**config.mk**
```make
export PLATFORM = sky130hd
export DESIGN_NAME = sudoku_board_ctrl
export DESIGN_NICKNAME = d
export VERILOG_FILES = /design/src/rtl/sudoku_board_ctrl.sv
export SDC_FILE = /design/constraint.sdc
export NUM_CORES = 1
export LEC_CHECK = 0
export ABC_AREA = 1
export CORE_MARGIN = 3
export CORE_UTILIZATION = 55
export CTS_CLUSTER_SIZE = 8
export DETAILED_ROUTE_END_ITERATION = 10
export PLACE_DENSITY = 0.92
export SLEW_MARGIN = 5
export SYNTH_ARGS = -nofsm -noshare
export SYNTH_HDL_FRONTEND = slang
export SYNTH_SLANG_ARGS = --single-unit
```
**constraint.sdc**
```tcl
create_clock -name Clk -period 4.72 [get_ports Clk]
set_input_delay 0.472 -clock Clk [delete_from_list [all_inputs] [get_ports Clk]]
set_output_delay 0.472 -clock Clk [all_outputs]
set_load 0.01 [all_outputs]
```
**src/rtl/sudoku_board_ctrl.sv**
```systemverilog
// Purpose: 4x4 sudoku board controller with cursor navigation, cell entry and a sequential checker.
// Latency: button actions land on the next Clk edge; a check takes 12 cycles, one group per cycle.
// Backpressure: none; pulses arriving outside SOLVE (or beaten by a higher-priority pulse) are dropped.
//
// Ports:
//   Clk, Reset          - system clock, asynchronous active-high reset (reloads PUZZLE)
//   L, R, U, D, C       - single-cycle button pulses: move left/right/up/down, commit userIn
//   CheckSolu           - level switch; a rising edge in SOLVE starts a solution check
//   userIn[3:0]         - candidate value for the selected cell (0 clears, >4 rejected)
//   Cursor[3:0]         - selected cell index k = row*4 + col
//   CellVal[3:0]        - value of the selected cell
//   Grid[63:0]          - packed board, cell k at bits [4k+3:4k]
//   FailMask[11:0]      - failed groups: rows [3:0], columns [7:4], 2x2 boxes [11:8]
//   q_I .. q_Incorrect  - one-hot state flags
module sudoku_board_ctrl #(
    parameter logic [63:0] PUZZLE     = 64'h1034_0412_2140_4301,
    parameter logic [15:0] GIVEN_MASK = 16'hB7ED
) (
    input  logic        Clk,
    input  logic        Reset,
    input  logic        L,
    input  logic        R,
    input  logic        U,
    input  logic        D,
    input  logic        C,
    input  logic        CheckSolu,
    input  logic [3:0]  userIn,
    output logic [3:0]  Cursor,
    output logic [3:0]  CellVal,
    output logic [63:0] Grid,
    output logic [11:0] FailMask,
    output logic        q_I,
    output logic        q_Solve,
    output logic        q_Check,
    output logic        q_Correct,
    output logic        q_Incorrect
);

    typedef enum logic [2:0] {
        S_I         = 3'd0,
        S_SOLVE     = 3'd1,
        S_CHECK     = 3'd2,
        S_CORRECT   = 3'd3,
        S_INCORRECT = 3'd4
    } state_t;

    state_t       state;
    state_t       state_nxt;

    logic [63:0]  board;
    logic [3:0]   cursor;
    logic [11:0]  fail_mask;
    logic [3:0]   grp;          // group under evaluation while in CHECK
    logic         cs_smp;       // registered CheckSolu
    logic         cs_prev;      // previous registered sample
    logic         check_edge;
    logic         grp_fail;
    logic         cell_writable;

    // Cell index of member j of group g. Rows are g=0..3, columns g=4..7,
    // boxes g=8..11; for a box b=g[1:0], row={b[1],j[1]} and col={b[0],j[0]}.
    function automatic logic [3:0] member_idx(input logic [3:0] g, input logic [1:0] j);
        logic [3:0] idx;
        if (g < 4'd4) begin
            idx = {g[1:0], j};
        end else if (g < 4'd8) begin
            idx = {j, g[1:0]};
        end else begin
            idx = {g[1], j[1], g[0], j[0]};
        end
        return idx;
    endfunction

    // A group passes only when every value 1..4 is seen; with four members
    // that is exactly a permutation. Values 0 or >4 contribute nothing.
    function automatic logic group_fails(input logic [63:0] b, input logic [3:0] g);
        logic [3:0] seen;
        logic [3:0] idx;
        logic [3:0] v;
        seen = 4'b0000;
        for (int j = 0; j < 4; j++) begin
            idx = member_idx(g, 2'(j));
            v   = b[{idx, 2'b00} +: 4];
            case (v)
                4'd1:    seen[0] = 1'b1;
                4'd2:    seen[1] = 1'b1;
                4'd3:    seen[2] = 1'b1;
                4'd4:    seen[3] = 1'b1;
                default: ;
            endcase
        end
        return seen != 4'b1111;
    endfunction

    assign check_edge    = cs_smp & ~cs_prev;
    assign grp_fail      = group_fails(board, grp);
    assign cell_writable = ~GIVEN_MASK[cursor] && (userIn <= 4'd4);

    // State register
    always_ff @(posedge Clk or posedge Reset) begin
        if (Reset) begin
            state <= S_I;
        end else begin
            state <= state_nxt;
        end
    end

    // Next-state logic
    always_comb begin
        state_nxt = state;
        case (state)
            S_I: begin
                if (C) begin
                    state_nxt = S_SOLVE;
                end
            end
            S_SOLVE: begin
                if (check_edge) begin
                    state_nxt = S_CHECK;
                end
            end
            S_CHECK: begin
                if (grp == 4'd11) begin
                    // The last group's verdict is not in fail_mask yet, so fold it in here.
                    if (fail_mask == 12'h000 && !grp_fail) begin
                        state_nxt = S_CORRECT;
                    end else begin
                        state_nxt = S_INCORRECT;
                    end
                end
            end
            S_CORRECT: begin
                state_nxt = S_CORRECT;
            end
            S_INCORRECT: begin
                if (!cs_smp) begin
                    state_nxt = S_SOLVE;
                end
            end
            default: begin
                state_nxt = S_I;
            end
        endcase
    end

    // Board, cursor, checker datapath
    always_ff @(posedge Clk or posedge Reset) begin
        if (Reset) begin
            board     <= PUZZLE;
            cursor    <= 4'd0;
            fail_mask <= 12'h000;
            grp       <= 4'd0;
            cs_smp    <= 1'b0;
            cs_prev   <= 1'b0;
        end else begin
            cs_smp  <= CheckSolu;
            cs_prev <= cs_smp;
            case (state)
                S_SOLVE: begin
                    if (check_edge) begin
                        fail_mask <= 12'h000;
                        grp       <= 4'd0;
                    end
                    // One button action per cycle; lower-priority pulses are dropped.
                    if (C) begin
                        if (cell_writable) begin
                            board[{cursor, 2'b00} +: 4] <= userIn;
                        end
                    end else if (L) begin
                        cursor <= {cursor[3:2], cursor[1:0] - 2'd1};
                    end else if (R) begin
                        cursor <= {cursor[3:2], cursor[1:0] + 2'd1};
                    end else if (U) begin
                        cursor <= {cursor[3:2] - 2'd1, cursor[1:0]};
                    end else if (D) begin
                        cursor <= {cursor[3:2] + 2'd1, cursor[1:0]};
                    end
                end
                S_CHECK: begin
                    if (grp_fail) begin
                        fail_mask[grp] <= 1'b1;
                    end
                    grp <= grp + 4'd1;
                end
                default: ;
            endcase
        end
    end

    assign Cursor      = cursor;
    assign CellVal     = board[{cursor, 2'b00} +: 4];
    assign Grid        = board;
    assign FailMask    = fail_mask;
    assign q_I         = (state == S_I);
    assign q_Solve     = (state == S_SOLVE);
    assign q_Check     = (state == S_CHECK);
    assign q_Correct   = (state == S_CORRECT);
    assign q_Incorrect = (state == S_INCORRECT);

endmodule

```
# Word-level counts from Yosys, hierarchy flattened

Memory sizes are Yosys's and may differ from the RTL's.
Index checks and enable logic that the tools add are counted.

Register bits after elaboration: 89
ROM bits: 16
Bits of input ports: 12
Output and inout bits: 89
Memories: 1

Memories:

| name            | words | width | rd ports | clocked after memory_dff | write ports | RTL line | RTL |
|---|---|---|---|---|---|---|---|
| (no name shown) | 16    | 1     | 1        | 0                        | 0           | 97       | `assign cell_writable = ~GIVEN_MASK[cursor] && (userIn <= 4'd4);` |

Add/sub/neg operators: 6
Magnitude comparators: 6
Eq/ne operators: 27
Shifts and indexed selects: 7
Mux-type cells: 43
Bitwise operators: 7
Reduce and logical (&&, ||, !) cells: 15

Operators by type and width:

| cell                                                       | count |
|---|---|
| indexed part select 64 x 7 -> 4 bit                        | 5 |
| bitwise mux 64 bit                                         | 1 |
| variable shift 4 x 8 -> 64 bit, first input constant       | 1 |
| indexed part select 4 x 8 -> 64 bit                        | 1 |
| 2-to-1 mux 4 bit                                           | 11 |
| == test 4 x 2 -> 1 bit, second input constant              | 8 |
| 2-to-1 mux 12 bit                                          | 2 |
| case mux 12 bit (2 select lines)                           | 1 |
| 2-to-1 mux 1 bit                                           | 18 |
| == test 4 x 1 -> 1 bit, second input constant              | 4 |
| == test 4 x 3 -> 1 bit, second input constant              | 4 |
| 2-to-1 mux 3 bit                                           | 5 |
| case mux 3 bit (5 select lines)                            | 1 |
| zero test 12 bit                                           | 1 |
| OR 12 bit                                                  | 1 |
| less-than comparator 4 x 5 -> 1 bit, second input constant | 2 |
| AND reduction 3 bit                                        | 3 |
| negation 6 -> 8 bit                                        | 1 |
| case mux 4 bit (2 select lines)                            | 1 |
| == test 3 x 2 -> 1 bit, second input constant              | 2 |
| inequality test 2 x 1 -> 1 bit, second input constant      | 3 |
| nonzero test 2 bit                                         | 3 |
| inverter 1 bit                                             | 5 |
| AND reduction 5 bit                                        | 1 |
| 20 further kinds                                           | 26 |

# Logic depth before layout (Yosys ltp)

Depth after elaboration: 15
Mapped depth: 21
Gate-level depth less buffers: 19

# Least setup slack after synthesis

No wires, ideal clock.

Kind: reg-to-reg
Start: register cursor[0] (netlist: Cursor[0])
End: register board[10] (netlist: Grid[10])
Arrival: 2.384 ns
Required time: 4.593 ns
Slack: 2.209 ns
Stages on the path, launching flop included: 11
Clock period less this slack: 2.511 ns
Path through: dfrtp_1 > clkbuf_1 > inv_1 > clkbuf_1 > ha_1 > xnor2_1 > inv_1 > nor2_1 > nand3_1 > nand2_1 > o21ai_0

Longest elaborated chain between the ends: 5
Elaborated cells between the ends (all ways): 9
Those cells by class: add/sub: 1; shift: 2; mux: 2; bitwise: 1; reduce/logical: 2; memory: 1

Ends and longest elaborated chain:

| what                                                                        | RTL line | RTL |
|---|---|---|
| from (decl)                                                                 | 51       | `logic [3:0] cursor;` |
| from (signal assigned)                                                      | 170      | `cursor <= {cursor[3:2], cursor[1:0] - 2'd1};` |
| from (signal assigned)                                                      | 172      | `cursor <= {cursor[3:2], cursor[1:0] + 2'd1};` |
| from (signal assigned)                                                      | 174      | `cursor <= {cursor[3:2] - 2'd1, cursor[1:0]};` |
| parallel branches: the longest is 5 deep, another holds negation 6 -> 8 bit | -        |  |
| to (signal, indexed assignment)                                             | 167      | `board[{cursor, 2'b00} +: 4] <= userIn;` |
| to (decl)                                                                   | 50       | `logic [63:0] board;` |

Parallel ways; which one is timed is not known. The select of a mux whose other input is x is not followed.
A chain may end at the register's enable or synchronous reset.

# Final worst setup path

Start: register grp[3]
End: register fail_mask[9] (netlist: FailMask[9])

Longest elaborated chain between the ends: 12
Elaborated cells between the ends (all ways): 57
Those cells by class: order compare: 4; eq/ne: 18; shift: 4; mux: 28; bitwise: 1; reduce/logical: 2

Ends and longest elaborated chain:

| what                                                 | RTL line | RTL |
|---|---|---|
| from (decl)                                          | 53       | `logic [3:0] grp;` |
| from (signal assigned)                               | 183      | `grp <= grp + 4'd1;` |
| less-than comparator 4 bit                           | 66       | `end else if (g < 4'd8) begin` |
| 2-to-1 mux 4 bit                                     | 66       |  |
| 2-to-1 mux 4 bit                                     | 64       | `if (g < 4'd4) begin` |
| indexed part select 64 x 7 -> 4 bit                  | 83       | `v = b[{idx, 2'b00} +: 4];` |
| == test 4 x 1 -> 1 bit, or another cell as far along | 84       | `case (v)` |
| 2-to-1 mux 1 bit (4 in a row)                        | 84       |  |
| inequality test 4 bit                                | 92       | `return seen != 4'b1111;` |
| inequality test 2 x 1 -> 1 bit (no line)             | -        |  |
| AND reduction 3 bit (no line)                        | -        |  |
| to (signal assigned)                                 | 151      | `fail_mask <= 12'h000;` |
| to (signal assigned)                                 | 161      | `fail_mask <= 12'h000;` |
| to (signal, indexed assignment)                      | 181      | `fail_mask[grp] <= 1'b1;` |
| to (decl)                                            | 52       | `logic [11:0] fail_mask;` |

Parallel ways exist; a longest one is shown, timed or not. The select of a mux whose other input is x is not followed.

==> flow_metrics.py <==
metrics = {
    "min_path": {
        "hold_class": "register to register",
    },
    "timing": {
        "clock.fmax_mhz": 239,
        "slew_headroom_pct": 36.3,
        "fin_crit_sh_pct": 88.6,
        "finalSetupViolCount": 0,
        "layout_setup_ws_ps": 538,
        "rsz0062_at_grt": "false",
        "tns_ps": 0,
        "slew_viol_final": 0,
        "period_minus_slack_ps": 4180,
        "worstMarginPinSlew_ps": 954,
        "fin_skew_ps": 10.7,
        "hold_violations": 0,
    },
    "synth": {
        "syn_nets": 1155,
        "synth-compound-area-share_pct": 11.7,
        "synth_fa_ha_area_share_pct": 1.45,
        "netlist_instances": 1135,
        "seq_area_frac_synth_pct": 32.6,
        "syn-cell-area_sq_um": 6890,
        "yosys.area_share.simple_pct": 43.3,
        "synth_top_family_by_area": "simple AND/OR/NAND/NOR gates",
        "synth_warnings": 0,
        "synth_cell_type_count": 35,
        "synth.area.mux_share_pct": 0,
        "synth_xor_xnor_area_share_pct": 0.890,
        "synth_area_per_cell_sq_um": 6.07,
        "synth-seq-cells": 89,
    },
    "clocking": {
        "htreeDepth": 3,
        "clkSinkCount": 89,
        "cts_buffers": 9,
        "root_buffer": "clkbuf_16",
        "cts_buffer_depth": 2,
        "post_cts_resized": 0,
        "hold_buffers": 0,
        "clock_latency_ps": 350,
        "cts_tree": "done",
        "clkTransAtPathRegs_ps": 60,
        "post_cts_buffers": 0,
    },
    "placement": {
        "place_congestion": 1.04,
        "place_area_sq_um": 7930,
        "dp_slack_ps": 727,
        "io_buffers": 100,
        "dpl.hpwl_mm": 19.5,
        "place_inst": 1361,
    },
    "detailed_routing": {
        "num_vias": 8457,
        "wl_met2_mm": 11.5,
        "top_layer": "met4",
        "dr.first_iter.drc_count": 1302,
        "finalWirelength_mm": 26.6,
        "dr.pass1.iters": 6,
        "wirelength_met1_mm": 9.64,
        "drc": 0,
        "ant_nets": 0,
        "viasPerCell": 6.14,
        "wl_met3_mm": 3.89,
        "routedWlPerCell_um": 19.3,
    },
    "grt": {
        "grt_remaining_overflow": 0,
        "grt_pass1_wl_mm": 41.8,
        "antenna_found_initial": 0,
        "grt_pass1_vias": 7801,
        "groute.usage.overall_pct": 37.8,
        "grt_max_degree": 56,
    },
    "worst_setup_path": {
        "worstPathArrival_ps": 4460,
        "r2r-start": "grp[3]$_DFFE_PP0P_",
        "critical_path_class": "register to register",
        "worstPathMaxFanout": 24,
        "cp.required_ps": 5000,
        "start_kind": "register",
        "rr_worst_depth": 18,
        "crit_path_end_kind": "register",
        "r2r_end": "FailMask[9]$_DFFE_PP0P_",
        "crit_start": "grp[3]$_DFFE_PP0P_",
        "cp-endpoint": "FailMask[9]$_DFFE_PP0P_",
        "ff2ff_setup_slack_ps": 540,
    },
    "floorplanning": {
        "pin_count": 101,
        "rows": 40,
        "die_height_um": 118,
        "fp.coreArea_sq_um": 12100,
        "die_w_um": 118,
        "start_util_pct": 56.9,
        "die_area_sq_um": 13900,
    },
    "layout": {
        "mostFrequentLayoutCell": "nand2_1",
        "stdcell_count": 1377,
        "design_area_sq_um": 8230,
        "nets": 1224,
        "insertedDiodeCount": 0,
        "final_layout_size_suffix_gt1_share_pct": 4.96,
        "layout_common_cells": "nand2_1 (404), nand3_1 (170), inv_1 (106)",
        "syn_to_final_growth_pct": 19.5,
    },
    "run_status": {
        "run_status": "completed",
    },
    "flow_run": {
        "cap_violations": 0,
    },
    "power": {
        "leakage_nw": 4.01,
        "pwr_density_cell_nw_per_um2": 629,
        "vdd_drop_max_v": 0.000692,
        "finalPower_w": 0.00518,
    },
}
[Yosys cell counts]
library cell / instances / share of area [%]
nand2_1: 404 / 22
nand3_1: 170 / 12
inv_1: 107 / 5.8
nor2_1: 86 / 4.7
o21ai_0: 78 / 5.7
dfrtp_1: 75 / 27
a21oi_1: 53 / 3.9
clkbuf_1: 25 / 1.4
nand4_1: 20 / 1.8
buf_2: 19 / 1.4
dfstp_2: 14 / 5.3
nor3_1: 11 / 0.80
ha_1: 8 / 1.5
inv_2: 8 / 0.44
o211ai_1: 7 / 0.76
o21ai_1: 7 / 0.51
clkinv_1: 5 / 0.27
nor2_2: 5 / 0.45
xor2_1: 5 / 0.64
buf_4: 4 / 0.44
nand3_2: 4 / 0.58
o31ai_1: 3 / 0.33
buf_1: 2 / 0.11
nand2_2: 2 / 0.18
o22ai_1: 2 / 0.18
xnor2_1: 2 / 0.25
a211oi_1: 1 / 0.11
a31oi_1: 1 / 0.091
and2_1: 1 / 0.091
buf_6: 1 / 0.16
nand2_4: 1 / 0.16
nand3b_1: 1 / 0.11
o21a_1: 1 / 0.11
o221ai_1: 1 / 0.13
or2_2: 1 / 0.091
[worst min-delay path by stage]
stage,startpoint,end,slack [ps],cells after the start
floorplan,cs_smp$_DFF_PP0_,cs_prev$_DFF_PP0_,370,0
global placement,cs_smp$_DFF_PP0_,cs_prev$_DFF_PP0_,390,0
detailed placement,cs_smp$_DFF_PP0_,cs_prev$_DFF_PP0_,390,0
CTS,cs_smp$_DFF_PP0_,cs_prev$_DFF_PP0_,400,0
global route,cs_smp$_DFF_PP0_,cs_prev$_DFF_PP0_,430,0
finish,cs_smp$_DFF_PP0_,cs_prev$_DFF_PP0_,400,0
[where the power goes]
group	switching (W)	internal, W
clock network	0.000325	0.000417
logic	0.00209	0.00107
registers	0.000340	0.000934
[metal layers]
layer / GRT usage (%) / up-vias
met5: 0 / -
met3: 9.03 / 165
met4: 20.4 / 0
met2: 57.6 / 708
met1: 49.7 / 3781
li1: - / 3803
[sequential cells by signal (all words and copies together) (netlist names)]
| signal | flops |
|---|---|
| FailMask | 12 |
| cs_smp | 1 |
| grp | 4 |
| Grid | 64 |
| cs_prev | 1 |
| Cursor | 4 |
| state | 3 |
[critical path, stage by stage (launching register included)]
cell     delay (ps)
dfrtp_1         570
inv_1           290
nand2_1         580
nand3_2         520
inv_2           510
nand2_1         110
nand3_1          90
nand2_1          60
nand2_1          60
nand2_1          80
nor2_1          160
nand2_1          90
nand2_1          60
nor2_1           50
nor2_1          130
nand3_2         270
nand2_2         300
nand2_1         100
nand2_1          80
[final cells by class]
cell class	instances	area, sq um
inverters	120	452
clock inverters	6	73.8
multi-input cells	875	3960
repair buffers	109	1070
fillers	1053	3880
clock buffers	10	229
well taps	168	210
flip-flops and latches	89	2240
[per-stage QoR]
step,hold WS (ps),utilization (%)
2_1_floorplan,374,-
3_3_place_gp,387,65.5
3_5_place_dp,389,65.5
4_1_cts,404,68.0
5_1_grt,432,68.0
6_report,402,68.0
[cells by family after synthesis]
group                      count (synthesis)
xor gates and xnor gates                   7
DFF                                       89
and+or+nand+nor                          706
adders and majority gates                  8
AOI/OAI and AO/OA                        154
buffers and inverters                    171
Note: power is estimated with default switching activity, not from simulation.
